## src/rtl/freq_gate_ctrl.sv

```systemverilog
// Frequency-counter measurement sequencer: holds the pulse divider in reset, opens a
// programmed gate window, counts synchronized pulse rises and hands the count out.
module freq_gate_ctrl #(
    parameter int GATE_W      = 32,
    parameter int CNT_W       = 32,
    parameter int SYNC_STAGES = 2
) (
    input  logic              clk,
    input  logic              rst,
    input  logic              start,
    input  logic              abort,
    input  logic [GATE_W-1:0] gate_cycles,
    input  logic              pulse_in,
    output logic              div_rst,
    output logic              busy,
    output logic [CNT_W-1:0]  result,
    output logic              overflow,
    output logic              result_valid,
    input  logic              result_ready
);

    localparam int ARM_W = $clog2(SYNC_STAGES + 1);
    localparam logic [ARM_W-1:0] ARM_LAST = ARM_W'(SYNC_STAGES);

    typedef enum logic [1:0] {IDLE, ARM, GATE, DONE} state_e;

    state_e                 state_q, state_d;
    logic [SYNC_STAGES-1:0] sync_q;
    logic                   prev_q;
    logic [GATE_W-1:0]      timer_q, timer_d;
    logic [ARM_W-1:0]       arm_q, arm_d;
    logic [CNT_W-1:0]       count_q, count_d;
    logic                   sat_q, sat_d;
    logic [CNT_W-1:0]       result_q, result_d;
    logic                   ovf_q, ovf_d;
    logic                   rise;

    assign rise = sync_q[SYNC_STAGES-1] & ~prev_q;

    always_ff @(posedge clk or posedge rst) begin
        if (rst) begin
            state_q  <= IDLE;
            sync_q   <= '0;
            prev_q   <= 1'b0;
            timer_q  <= '0;
            arm_q    <= '0;
            count_q  <= '0;
            sat_q    <= 1'b0;
            result_q <= '0;
            ovf_q    <= 1'b0;
        end else begin
            state_q  <= state_d;
            sync_q   <= {sync_q[SYNC_STAGES-2:0], pulse_in};
            prev_q   <= sync_q[SYNC_STAGES-1];
            timer_q  <= timer_d;
            arm_q    <= arm_d;
            count_q  <= count_d;
            sat_q    <= sat_d;
            result_q <= result_d;
            ovf_q    <= ovf_d;
        end
    end

    always_comb begin
        state_d  = state_q;
        timer_d  = timer_q;
        arm_d    = arm_q;
        count_d  = count_q;
        sat_d    = sat_q;
        result_d = result_q;
        ovf_d    = ovf_q;
        unique case (state_q)
            IDLE: begin
                if (!abort && start && gate_cycles != '0) begin
                    timer_d = gate_cycles;
                    arm_d   = '0;
                    count_d = '0;
                    sat_d   = 1'b0;
                    state_d = ARM;
                end
            end
            ARM: begin
                if (abort) begin
                    state_d = IDLE;
                end else if (arm_q == ARM_LAST) begin
                    state_d = GATE;
                end else begin
                    arm_d = arm_q + ARM_W'(1);
                end
            end
            GATE: begin
                if (rise) begin
                    if (count_q == '1) begin
                        sat_d = 1'b1;
                    end else begin
                        count_d = count_q + CNT_W'(1);
                    end
                end
                timer_d = timer_q - GATE_W'(1);
                // The last gate cycle's own rise is folded into the published result.
                if (abort) begin
                    state_d = IDLE;
                end else if (timer_q == GATE_W'(1)) begin
                    result_d = count_d;
                    ovf_d    = sat_d;
                    state_d  = DONE;
                end
            end
            DONE: begin
                if (abort || result_ready) begin
                    state_d = IDLE;
                end
            end
            default: state_d = IDLE;
        endcase
    end

    assign div_rst      = (state_q != GATE);
    assign busy         = (state_q != IDLE);
    assign result_valid = (state_q == DONE);
    assign result       = result_q;
    assign overflow     = ovf_q;

endmodule

```

## config.mk

```make
export PLATFORM = sky130hd
export DESIGN_NAME = freq_gate_ctrl
export DESIGN_NICKNAME = d
export VERILOG_FILES = /design/src/rtl/freq_gate_ctrl.sv
export SDC_FILE = /design/constraint.sdc
export NUM_CORES = 1
export LEC_CHECK = 0
export BUFFER_PORTS_ARGS = -buffer_cell sky130_fd_sc_hd__buf_2
export CAP_MARGIN = 20
export CORE_ASPECT_RATIO = 0.5
export CORE_MARGIN = 8
export CORE_UTILIZATION = 50
export CTS_BUF_LIST = sky130_fd_sc_hd__clkbuf_8 sky130_fd_sc_hd__clkbuf_16
export DETAILED_ROUTE_END_ITERATION = 6
export PLACE_DENSITY = 0.71
export SETUP_SLACK_MARGIN = 0.02
export SLEW_MARGIN = 20
export SYNTH_ARGS = -nofsm -noshare
export SYNTH_HDL_FRONTEND = slang
export SYNTH_SLANG_ARGS = --single-unit
```

## constraint.sdc

```tcl
create_clock -name clk -period 7.6 [get_ports clk]
set_input_delay 1.52 -clock clk [delete_from_list [all_inputs] [get_ports clk]]
set_output_delay 1.52 -clock clk [all_outputs]
set_load 0.01 [all_outputs]
```

==> run_results.csv, run 1 <==
group,metric,value,unit
sta,fin_crit_sh,0.4211,
pwr,net_sw_frac,0.2959,
pwr,power-per-cell-area,237.2,nW/um^2
synth,syn_area,5660,sq um
cts,cts_hold_buf,0,
layout,ff_latch_area,2628,sq um
die,floorplan.initialDensity,0.5140,
pwr,p_int,1.074,mW
synth,yosysTopAreaCell,"sky130_fd_sc_hd__dfrtp_1",
synth,synth_adder_area_share,0.008842,
layout,syn2layout_area_growth,13.62,%
worst_setup_path,worst-path-max-fanout,65,
routing,route.detailed.drc,0,
worst_setup_path,crit_type,"reg -> reg",
worst_setup_path,timing.critical_path.slowest_cell_delay,0.87,ns
sta,report.final.setup_viol,0,
worst_setup_path,r2r-start,"timer_q[6]",
synth,synth.top_cells.by_area,"sky130_fd_sc_hd__dfrtp_1, sky130_fd_sc_hd__o21ai_0, sky130_fd_sc_hd__nand2_1",
hold_path,worstHoldPathType,"reg -> reg",
worst_setup_path,reg2reg_setup_slack,4.40,ns
synth,synthesis.nets,655,
cts,cts.repair.resized,0,
die,die_area,15190,sq um
sta,max_clock_freq,312.4,MHz
sta,timing.slew.headroom,0.3600,
synth,synth_enable_flop_cells,0,
layout,insertedDiodeCount,0,
global_route,first_pass_grt_wire_length,23040,microns
layout,layout.cells.non_filler,814,
synth,sequential_element_share_of_the_synthesized_area,0.4642,
layout,final.fill_count,1001,
sta,setup_total_negative_slack,0,ns
die,die_height,91.24,microns
synth,asyncSetResetFlopFracSynth,1.000,
cts,tritoncts,"done",
global_route,grt-ovfl-total,0,
synth,post_synth_inst_count,613,
synth,synth_compound_gate_area_share,0.1897,
pwr,netSwitchingPower,451.3,uW
synth,synthDistinctLibCells,67,
sta,fin_hold_ws,0.3507,ns
routing,ant_nets,0,
worst_setup_path,worstPathCellList,"nor4_1, and4_1, nand4_1, or3_2, mux2_2",
pwr,clkPwrFrac,0.351,
hold_path,end_of_the_worst_hold_path,"sync_q[1]",
sta,final-hold-violation-count,0,
synth,synth_top_area_frac,0.4642,
die,rows,27,
sta,layout_setup_ws,4.399,ns
routing,detail_route.wirelength,13570,microns
synth,synthesis.yosys.warnings,0,
worst_setup_path,r2r_end,"result[1]",
worst_setup_path,worstPathArrival,3.43,ns
routing,wire_per_inst,16.67,microns
die,die_width,166.5,microns
placement,dp.cells,798,
pwr,share_comb_of_total_power,0.170,
run,max-cap-violations,0,
cts,cts.sinks,105,
worst_setup_path,end_kind,"flip-flop",
synth,yosys.area_share.simple,0.2204,
routing,via_per_inst,5.880,
sta,slew_violations,0,
pwr,max-vdd-ir-drop,0.1182,mV
worst_setup_path,crit_path_start_kind,"flip-flop",
cts,clkLatencyLatePin,0.35,ns
sta,finClkSkew,0.009298,ns
cts,cts.clk_slew.worst_paths,0.07,ns
layout,finalCoreUtilization,0.5840,
pwr,share_seq_of_total_power,0.479,
cts,cts_buffers,9,
sta,unrepaired_setup_endpoints_after_global_routing,"no",
pwr,total_leakage_power,2.826,nW
global_route,groute.usage.overall,0.1807,
worst_setup_path,crit_slowest_cell,"sky130_fd_sc_hd__or3_2",
placement,detailed_place_hpwl,9194,microns
cts,cts_setup_buffers,0,
worst_setup_path,worstPathRequired,7.83,ns
sta,worst-slew-pin-transition,0.9600,ns
synth,synth_xor_area_frac,0.06344,
synth,synth_mux_area_frac,0.01415,
synth,postSynthRegisterBits,105,
routing,vias,4786,
worst_setup_path,worst_path_dominant_cell_family,"simple AND/OR/NAND/NOR gates",
layout,nets,706,
cts,root_buf_cell,"sky130_fd_sc_hd__clkbuf_16",
global_route,grt_antenna_before_repair,0,
worst_setup_path,r2r_depth,5,
layout,footprint_of_the_multi_input_gates,2820,sq um
synth,largest_family_of_logic_cells_by_synthesized_area,"simple AND/OR/NAND/NOR gates",
routing,drt_iter0_drcs,356,
worst_setup_path,worstPathBufferInverterCount,0,
layout,drive_gt1_frac,0.1809,
global_route,grt_start_max_net_pins,72,
outcome,status,"completed",
synth,mean_instance_size_in_the_synthesized_netlist,9.234,sq um
cts,h-tree-depth,3,
placement,place_worst_setup_slack,3.842,ns
die,core,11010,sq um
global_route,vias_in_the_first_global_route,4737,
sta,min_period,3.201,ns
cts,max_root_sink_buffers,2,
hold_path,worst_hold_startpoint,"sync_q[0]",
synth,dominantRegCellSynth,"sky130_fd_sc_hd__dfrtp_1",
hold_path,hold_path_depth,0,
placement,gp_routability_congestion,0.8286,
routing,router_iterations_before_antenna_repair,5,
die,boundaryPins,74,
placement,buffer_ports.inserted,73,
## stage by stage
| step | instance area (sq um) | total power [mW] |
|---|---|---|
| final | 6431 | 1.525 |
| after global routing | 6431 | 1.605 |
| after CTS | 6430 | 1.533 |
| after detailed placement | 6086 | 0.9943 |
| after global placement | 6086 | 0.9843 |
| after floorplan | 5660 | 0.9090 |
## kinds of logic after synthesis
group                    Yosys count
XOR/XNOR                          41
AND/OR/NAND/NOR                  238
adder cells (fa/ha/maj)            4
buffers and inverters             50
flip-flops                       105
multiplexers                       6
AO/OA/AOI/OAI                    169
## metal layers
metal / vias to the layer above / part of all wire / global-route usage
met4: 0 / 0.013 / 0.05287
met3: 16 / 0.039 / 0.04491
li1: 2352 / - / -
met1: 2297 / 0.48 / 0.2337
met2: 121 / 0.47 / 0.2976
met5: - / 0 / 0
## power by group through the flow
stage               Sequential (mW)  Clock [mW]  Combinational [mW]
floorplan                     0.712           0               0.197
global placement              0.733           0               0.252
detailed placement            0.735           0               0.260
CTS                           0.727       0.545               0.261
global route                  0.744       0.567               0.294
finish                        0.730       0.536               0.259
## cell type report
cell class              count  share of cell area
clock inverters             7             0.01848
flip-flops and latches    105              0.4086
well taps                 145             0.02821
clock buffers               9             0.03502
inverters                  10            0.006226
repair buffers             80             0.06498
multi-input cells         458              0.4385
## cell usage after synthesis (all sizes together), types with 4 or more instances
| master | instances |
|---|---|
| a21o | 4 |
| a21oi | 14 |
| a221o | 11 |
| a22o | 5 |
| a31oi | 16 |
| and2 | 9 |
| and3 | 18 |
| and4 | 7 |
| buf | 11 |
| clkbuf | 29 |
| dfrtp | 105 |
| ha | 4 |
| inv | 10 |
| nand2 | 87 |
| nand3 | 18 |
| nand4 | 14 |
| nor2 | 33 |
| nor3 | 9 |
| nor4 | 20 |
| o211ai | 8 |
| o21ai | 77 |
| o31ai | 10 |
| o41ai | 4 |
| or3 | 4 |
| or4 | 4 |
| xnor2 | 21 |
| xor2 | 20 |
## layout by cell type (no fill, tap or decap), types with 3 or more instances in the layout
| master | synthesis | final |
|---|---|---|
| sky130_fd_sc_hd__a21boi_0 | 3 | 3 |
| sky130_fd_sc_hd__o22ai_1 | 3 | 3 |
| sky130_fd_sc_hd__and4_1 | 5 | 5 |
| sky130_fd_sc_hd__a31oi_1 | 16 | 16 |
| sky130_fd_sc_hd__clkbuf_16 | 0 | 9 |
| sky130_fd_sc_hd__o41ai_1 | 4 | 4 |
| sky130_fd_sc_hd__buf_2 | 3 | 73 |
| sky130_fd_sc_hd__nor2_1 | 33 | 33 |
| sky130_fd_sc_hd__nand4_1 | 13 | 13 |
| sky130_fd_sc_hd__a21oi_1 | 14 | 14 |
| sky130_fd_sc_hd__xnor2_1 | 21 | 21 |
| sky130_fd_sc_hd__and2_1 | 7 | 7 |
| sky130_fd_sc_hd__xor2_1 | 20 | 20 |
| sky130_fd_sc_hd__bufinv_16 | 0 | 3 |
| sky130_fd_sc_hd__buf_4 | 1 | 7 |
| sky130_fd_sc_hd__nand3_1 | 17 | 17 |
| sky130_fd_sc_hd__o211ai_1 | 8 | 8 |
| sky130_fd_sc_hd__nor3b_1 | 3 | 3 |
| sky130_fd_sc_hd__o21ai_0 | 77 | 76 |
| sky130_fd_sc_hd__a41oi_1 | 3 | 3 |
| sky130_fd_sc_hd__ha_1 | 4 | 4 |
| sky130_fd_sc_hd__nor4_1 | 19 | 19 |
| sky130_fd_sc_hd__and3_2 | 4 | 4 |
| sky130_fd_sc_hd__or4_1 | 4 | 4 |
| sky130_fd_sc_hd__a21o_1 | 4 | 4 |
| sky130_fd_sc_hd__dfrtp_1 | 105 | 105 |
| sky130_fd_sc_hd__a22o_1 | 4 | 4 |
| sky130_fd_sc_hd__inv_1 | 9 | 9 |
| sky130_fd_sc_hd__and3_1 | 14 | 14 |
| sky130_fd_sc_hd__nand2_1 | 87 | 87 |
| sky130_fd_sc_hd__or3_1 | 4 | 3 |
| sky130_fd_sc_hd__nor3_1 | 9 | 8 |
| sky130_fd_sc_hd__o31ai_1 | 10 | 10 |
| sky130_fd_sc_hd__a221o_1 | 11 | 11 |
## registers in the layout (all words and copies together), names as in the netlist
signal	cells
count_q	32
result	32
timer_q	32
arm_q	2
state_q	2
sync_q	2
overflow	1
prev_q	1
sat_q	1
## how the worst max path moves through the flow
stage,from,to,slack [ns],cells past startpoint
CTS,gate_cycles[5],timer_q[22],4.20,7
floorplan,rst,arm_q[0],3.32,1
finish,timer_q[6],result[1],4.40,5
detailed placement,gate_cycles[5],timer_q[22],3.84,7
global route,timer_q[6],result[1],4.23,5
global placement,gate_cycles[30],timer_q[22],3.88,7
Note: power is estimated with default switching activity, not from simulation.
==> run 2, diff against run 1 <==
==> constraint.sdc (replaced) <==
create_clock -name clk -period 3.05 [get_ports clk]
set_input_delay 0.61 -clock clk [delete_from_list [all_inputs] [get_ports clk]]
set_output_delay 0.61 -clock clk [all_outputs]
set_load 0.01 [all_outputs]
==> run_results.csv, run 2 (synthesized netlist as in run 1, its figures left out) <==
group,metric,value,unit
outcome,status,"completed",
die,boundaryPins,74,
sta,final-hold-violation-count,0,
global_route,grt_start_max_net_pins,49,
cts,h-tree-depth,3,
sta,finClkSkew,0.009911,ns
routing,vias,4764,
worst_setup_path,worstPathRequired,3.28,ns
cts,cts_buffers,9,
layout,syn2layout_area_growth,15.27,%
die,floorplan.initialDensity,0.5140,
sta,report.final.setup_viol,0,
global_route,vias_in_the_first_global_route,4812,
cts,cts_hold_buf,0,
cts,cts_setup_buffers,0,
cts,cts.sinks,105,
sta,unrepaired_setup_endpoints_after_global_routing,"no",
cts,root_buf_cell,"sky130_fd_sc_hd__clkbuf_16",
layout,final.fill_count,983,
die,die_height,91.24,microns
worst_setup_path,crit_path_start_kind,"flip-flop",
routing,detail_route.wirelength,13470,microns
worst_setup_path,worstPathArrival,2.87,ns
worst_setup_path,r2r_depth,7,
routing,router_iterations_before_antenna_repair,4,
cts,tritoncts,"done",
worst_setup_path,crit_type,"reg -> reg",
sta,max_clock_freq,378.9,MHz
sta,fin_crit_sh,0.8654,
placement,gp_routability_congestion,0.8135,
global_route,grt_antenna_before_repair,1,
sta,setup_total_negative_slack,0,ns
die,core,11010,sq um
cts,clkLatencyLatePin,0.35,ns
pwr,power-per-cell-area,574.5,nW/um^2
hold_path,worstHoldPathType,"in -> async",
cts,cts.clk_slew.worst_paths,0.07,ns
layout,drive_gt1_frac,0.1929,
cts,cts.repair.resized,0,
worst_setup_path,end_kind,"flip-flop",
die,die_width,166.5,microns
pwr,total_leakage_power,2.876,nW
global_route,first_pass_grt_wire_length,23380,microns
worst_setup_path,r2r_end,"result[21]",
worst_setup_path,r2r-start,"timer_q[10]",
layout,nets,716,
sta,slew_violations,0,
die,die_area,15190,sq um
placement,detailed_place_hpwl,9587,microns
run,max-cap-violations,0,
worst_setup_path,reg2reg_setup_slack,0.41,ns
routing,route.detailed.drc,0,
placement,buffer_ports.inserted,73,
sta,min_period,2.639,ns
pwr,report.power.total,3.749,mW
die,rows,27,
layout,most_common_cell_after_layout_fill_and_taps_aside,"sky130_fd_sc_hd__dfrtp_1",
sta,worst-slew-pin-transition,0.7843,ns
routing,via_per_inst,5.775,
routing,drt_iter0_drcs,305,
global_route,groute.usage.overall,0.1842,
routing,wire_per_inst,16.33,microns
pwr,max-vdd-ir-drop,0.2770,mV
sta,timing.slew.headroom,0.4754,
worst_setup_path,worst-path-max-fanout,48,
layout,most_used_cells_in_the_layout_excluding_fill_and_tap_cells,"sky130_fd_sc_hd__dfrtp_1, sky130_fd_sc_hd__nand2_1, sky130_fd_sc_hd__o21ai_0",
global_route,grt-ovfl-total,0,
routing,ant_nets,0,
cts,max_root_sink_buffers,2,
## run 2: metrics by stage
step                        util  worst slack (ns)  cells  area [sq um]  hold slack [ns]
final                     0.5925            0.4106    825          6525           0.3123
after global routing      0.5923            0.1683    824          6523           0.3490
after CTS                 0.5923            0.4192    824          6523           0.3264
after detailed placement  0.5624            0.3129    808          6193           0.3435
after global placement    0.5618            0.2820    808          6187           0.3332
after floorplan                -            0.6859    613          5664           0.3312
## run 2: cell type report
type | count | area, sq um | area share
Clock inverter | 6 | 90.09 | 0.01381
Tap cell | 145 | 181.4 | 0.02780
Inverter | 10 | 41.29 | 0.006328
Multi-Input combinational cell | 458 | 2825 | 0.4330
Antenna cell | 1 | 2.502 | 0.0003835
Sequential cell | 105 | 2628 | 0.4027
Timing Repair Buffer | 90 | 518.0 | 0.07939
Clock buffer | 10 | 239.0 | 0.03663
## run 2: how the worst max path moves through the flow
stage	endpoint	slack (ns)	start	cells after the start
finish	result[21]	0.41	timer_q[10]	7
CTS	result[5]	0.42	timer_q[10]	7
detailed placement	timer_q[31]	0.31	gate_cycles[13]	7
floorplan	result[1]	0.69	count_q[26]	9
global route	result[28]	0.17	timer_q[10]	6
global placement	timer_q[10]	0.28	gate_cycles[28]	8
## run 2: metal layers
metal / track usage / vias up / routed length (microns)
met5: 0 / - / 0
met4: 0.04319 / 0 / 140
met3: 0.04879 / 13 / 610
met2: 0.3071 / 96 / 6364
met1: 0.2375 / 2290 / 6356
li1: - / 2365 / -
## run 2: power breakdown
part	switching, mW	internal, mW	leakage, nW
registers	0.227	1.59	1.33
clock network	0.519	0.745	0.159
logic	0.366	0.301	1.39
## run 2: critical path: stages, from the launching register on
cell	delay [ns]
sky130_fd_sc_hd__dfrtp_1	0.41
sky130_fd_sc_hd__nor4_1	0.59
sky130_fd_sc_hd__and4_1	0.35
sky130_fd_sc_hd__nand4_1	0.13
sky130_fd_sc_hd__or3_2	0.62
sky130_fd_sc_hd__buf_12	0.24
sky130_fd_sc_hd__nand2_1	0.08
sky130_fd_sc_hd__o21ai_0	0.07
==> run 3, diff against run 2 <==
--- a/config.mk
+++ b/config.mk
@@ -5,6 +5,7 @@
 export SDC_FILE = /design/constraint.sdc
 export NUM_CORES = 1
 export LEC_CHECK = 0
+export ABC_CLOCK_PERIOD_IN_PS = 3050
 export BUFFER_PORTS_ARGS = -buffer_cell sky130_fd_sc_hd__buf_2
 export CAP_MARGIN = 20
 export CORE_ASPECT_RATIO = 0.5
@@ -12,6 +13,7 @@
 export CORE_UTILIZATION = 50
 export CTS_BUF_LIST = sky130_fd_sc_hd__clkbuf_8 sky130_fd_sc_hd__clkbuf_16
 export DETAILED_ROUTE_END_ITERATION = 6
+export GPL_TIMING_DRIVEN = 0
 export PLACE_DENSITY = 0.71
 export SETUP_SLACK_MARGIN = 0.02
 export SLEW_MARGIN = 20
==> constraint.sdc (replaced) <==
create_clock -name clk -period 3.05 [get_ports clk]
set_input_delay 0.1525 -clock clk [delete_from_list [all_inputs] [get_ports clk]]
set_output_delay 0.1525 -clock clk [all_outputs]
set_load 0.01 [all_outputs]
==> run_results.csv, run 3 (synthesized netlist as in run 1, its figures left out) <==
group,metric,value,unit
layout,syn2layout_area_growth,15.78,%
sta,report.final.setup_viol,0,
routing,vias,5026,
global_route,grt_start_max_net_pins,65,
die,core,11010,sq um
die,rows,27,
pwr,total_leakage_power,2.859,nW
global_route,grt_antenna_before_repair,0,
pwr,power-per-cell-area,547.9,nW/um^2
routing,router_iterations_before_antenna_repair,5,
placement,post_dp_cell_area,6240,sq um
layout,layout.cell_area.non_filler,6554,sq um
die,boundaryPins,74,
global_route,grt-ovfl-total,0,
cts,max_root_sink_buffers,2,
die,die_width,166.5,microns
global_route,first_pass_grt_wire_length,24590,microns
sta,min_period,2.899,ns
cts,tritoncts,"done",
pwr,max-vdd-ir-drop,0.3110,mV
routing,ant_nets,0,
cts,cts.clk_slew.worst_paths,0.07,ns
pwr,report.power.total,3.591,mW
sta,unrepaired_setup_endpoints_after_global_routing,"no",
sta,worst-slew-pin-transition,0.9020,ns
worst_setup_path,crit_type,"reg -> out",
placement,buffer_ports.inserted,73,
sta,finClkSkew,0.008742,ns
layout,most_used_cells_in_the_layout_excluding_fill_and_tap_cells,"sky130_fd_sc_hd__dfrtp_1, sky130_fd_sc_hd__nand2_1, sky130_fd_sc_hd__o21ai_0",
cts,clkLatencyLatePin,0.35,ns
hold_path,worstHoldPathType,"in -> reg",
sta,max_clock_freq,344.9,MHz
worst_setup_path,worstPathRequired,2.90,ns
sta,timing.slew.headroom,0.3908,
die,die_height,91.24,microns
outcome,status,"completed",
routing,detail_route.wirelength,15100,microns
layout,drive_gt1_frac,0.1773,
placement,detailed_place_hpwl,10830,microns
routing,wire_per_inst,17.76,microns
sta,slew_violations,0,
worst_setup_path,crit_path_start_kind,"flip-flop",
layout,most_common_cell_after_layout_fill_and_taps_aside,"sky130_fd_sc_hd__dfrtp_1",
cts,cts.sinks,105,
worst_setup_path,end_kind,"output port",
layout,nets,742,
layout,finalCoreUtilization,0.5951,
sta,final-hold-violation-count,0,
layout,insertedDiodeCount,0,
run,max-cap-violations,0,
cts,root_buf_cell,"sky130_fd_sc_hd__clkbuf_16",
placement,dp.cells,832,
worst_setup_path,worst-path-max-fanout,10,
cts,cts_buffers,9,
worst_setup_path,worstPathArrival,2.75,ns
die,floorplan.initialDensity,0.5140,
sta,setup_total_negative_slack,0,ns
placement,gp_routability_congestion,0.8536,
layout,layout.cells.non_filler,850,
sta,fin_crit_sh,0.9506,
routing,route.detailed.drc,0,
cts,cts_setup_buffers,0,
die,die_area,15190,sq um
routing,drt_iter0_drcs,442,
global_route,groute.usage.overall,0.1981,
cts,h-tree-depth,3,
global_route,vias_in_the_first_global_route,4829,
routing,via_per_inst,5.913,
==> run 3: cell count changes in the layout (fill, tap and decap cells not counted), sizes merged <==
cell / delta
dlygate4sd3: +2
clkinv: +3
diode: -1
clkbuf: +28
bufinv: -2
buf: -5
==> run 3: per-layer routing <==
metal  GRT usage  vias up  routed length, microns
met2      0.3126      169                    6783
met5           0        -                       0
li1            -     2423                       -
met4     0.05659        0                     214
met1      0.2697     2410                    7103
met3     0.04534       24                     995
==> run 3: cell type report <==
type / count / area (sq um)
clock inverters: 7 / 47.55
well taps: 145 / 181.4
flip-flops and latches: 105 / 2628
inverters: 10 / 42.54
repair buffers: 76 / 412.9
fillers: 994 / 4459
plain buffers: 40 / 185.2
multi-input cells: 458 / 2831
clock buffers: 9 / 225.2
==> run 3: worst paths after layout <==
| check | startpoint | to | slack, ns | cells past startpoint |
|---|---|---|---|---|
| worst min-delay path | gate_cycles[4] | timer_q[4] | 0.008 | 3 |
| max in group asynchronous | rst | count_q[29] | 2.05 | 4 |
| worst min register to register | sync_q[0] | sync_q[1] | 0.35 | 0 |
| worst max register to register | count_q[19] | count_q[13] | 0.20 | 8 |
| min in group asynchronous | rst | timer_q[10] | 0.35 | 3 |
| worst max-delay path | state_q[1] | div_rst | 0.15 | 6 |
==> run 3: timing repair <==
action                                  in CTS  in global routing
endpoints found under the hold margin       42                  0
endpoints found under the setup margin       0                 32
resized for setup                            0                  4
hold buffers                                 2                  0
==> run 3: stage by stage <==
stage                     worst slack [ns]  hold slack, ns
after global routing               0.05553         0.03103
after floorplan                     0.1370          0.1839
after global placement              -1.218          0.2611
after detailed placement            0.1597          0.1953
final                               0.1505        0.007710
after CTS                           0.1397        0.001337
==> run 3: critical path: stages (launching register included) <==
cell and delay [ns]:
sky130_fd_sc_hd__dfrtp_1 0.44, sky130_fd_sc_hd__nor2b_1 0.16, sky130_fd_sc_hd__clkbuf_1 0.22, sky130_fd_sc_hd__inv_2 0.21, sky130_fd_sc_hd__clkbuf_1 0.54, sky130_fd_sc_hd__clkbuf_1 0.57
sky130_fd_sc_hd__buf_2 0.25
==> run 3: report_power, final <==
part | switching (mW) | internal (mW)
logic | 0.408 | 0.301
clock network | 0.534 | 0.552
registers | 0.205 | 1.59
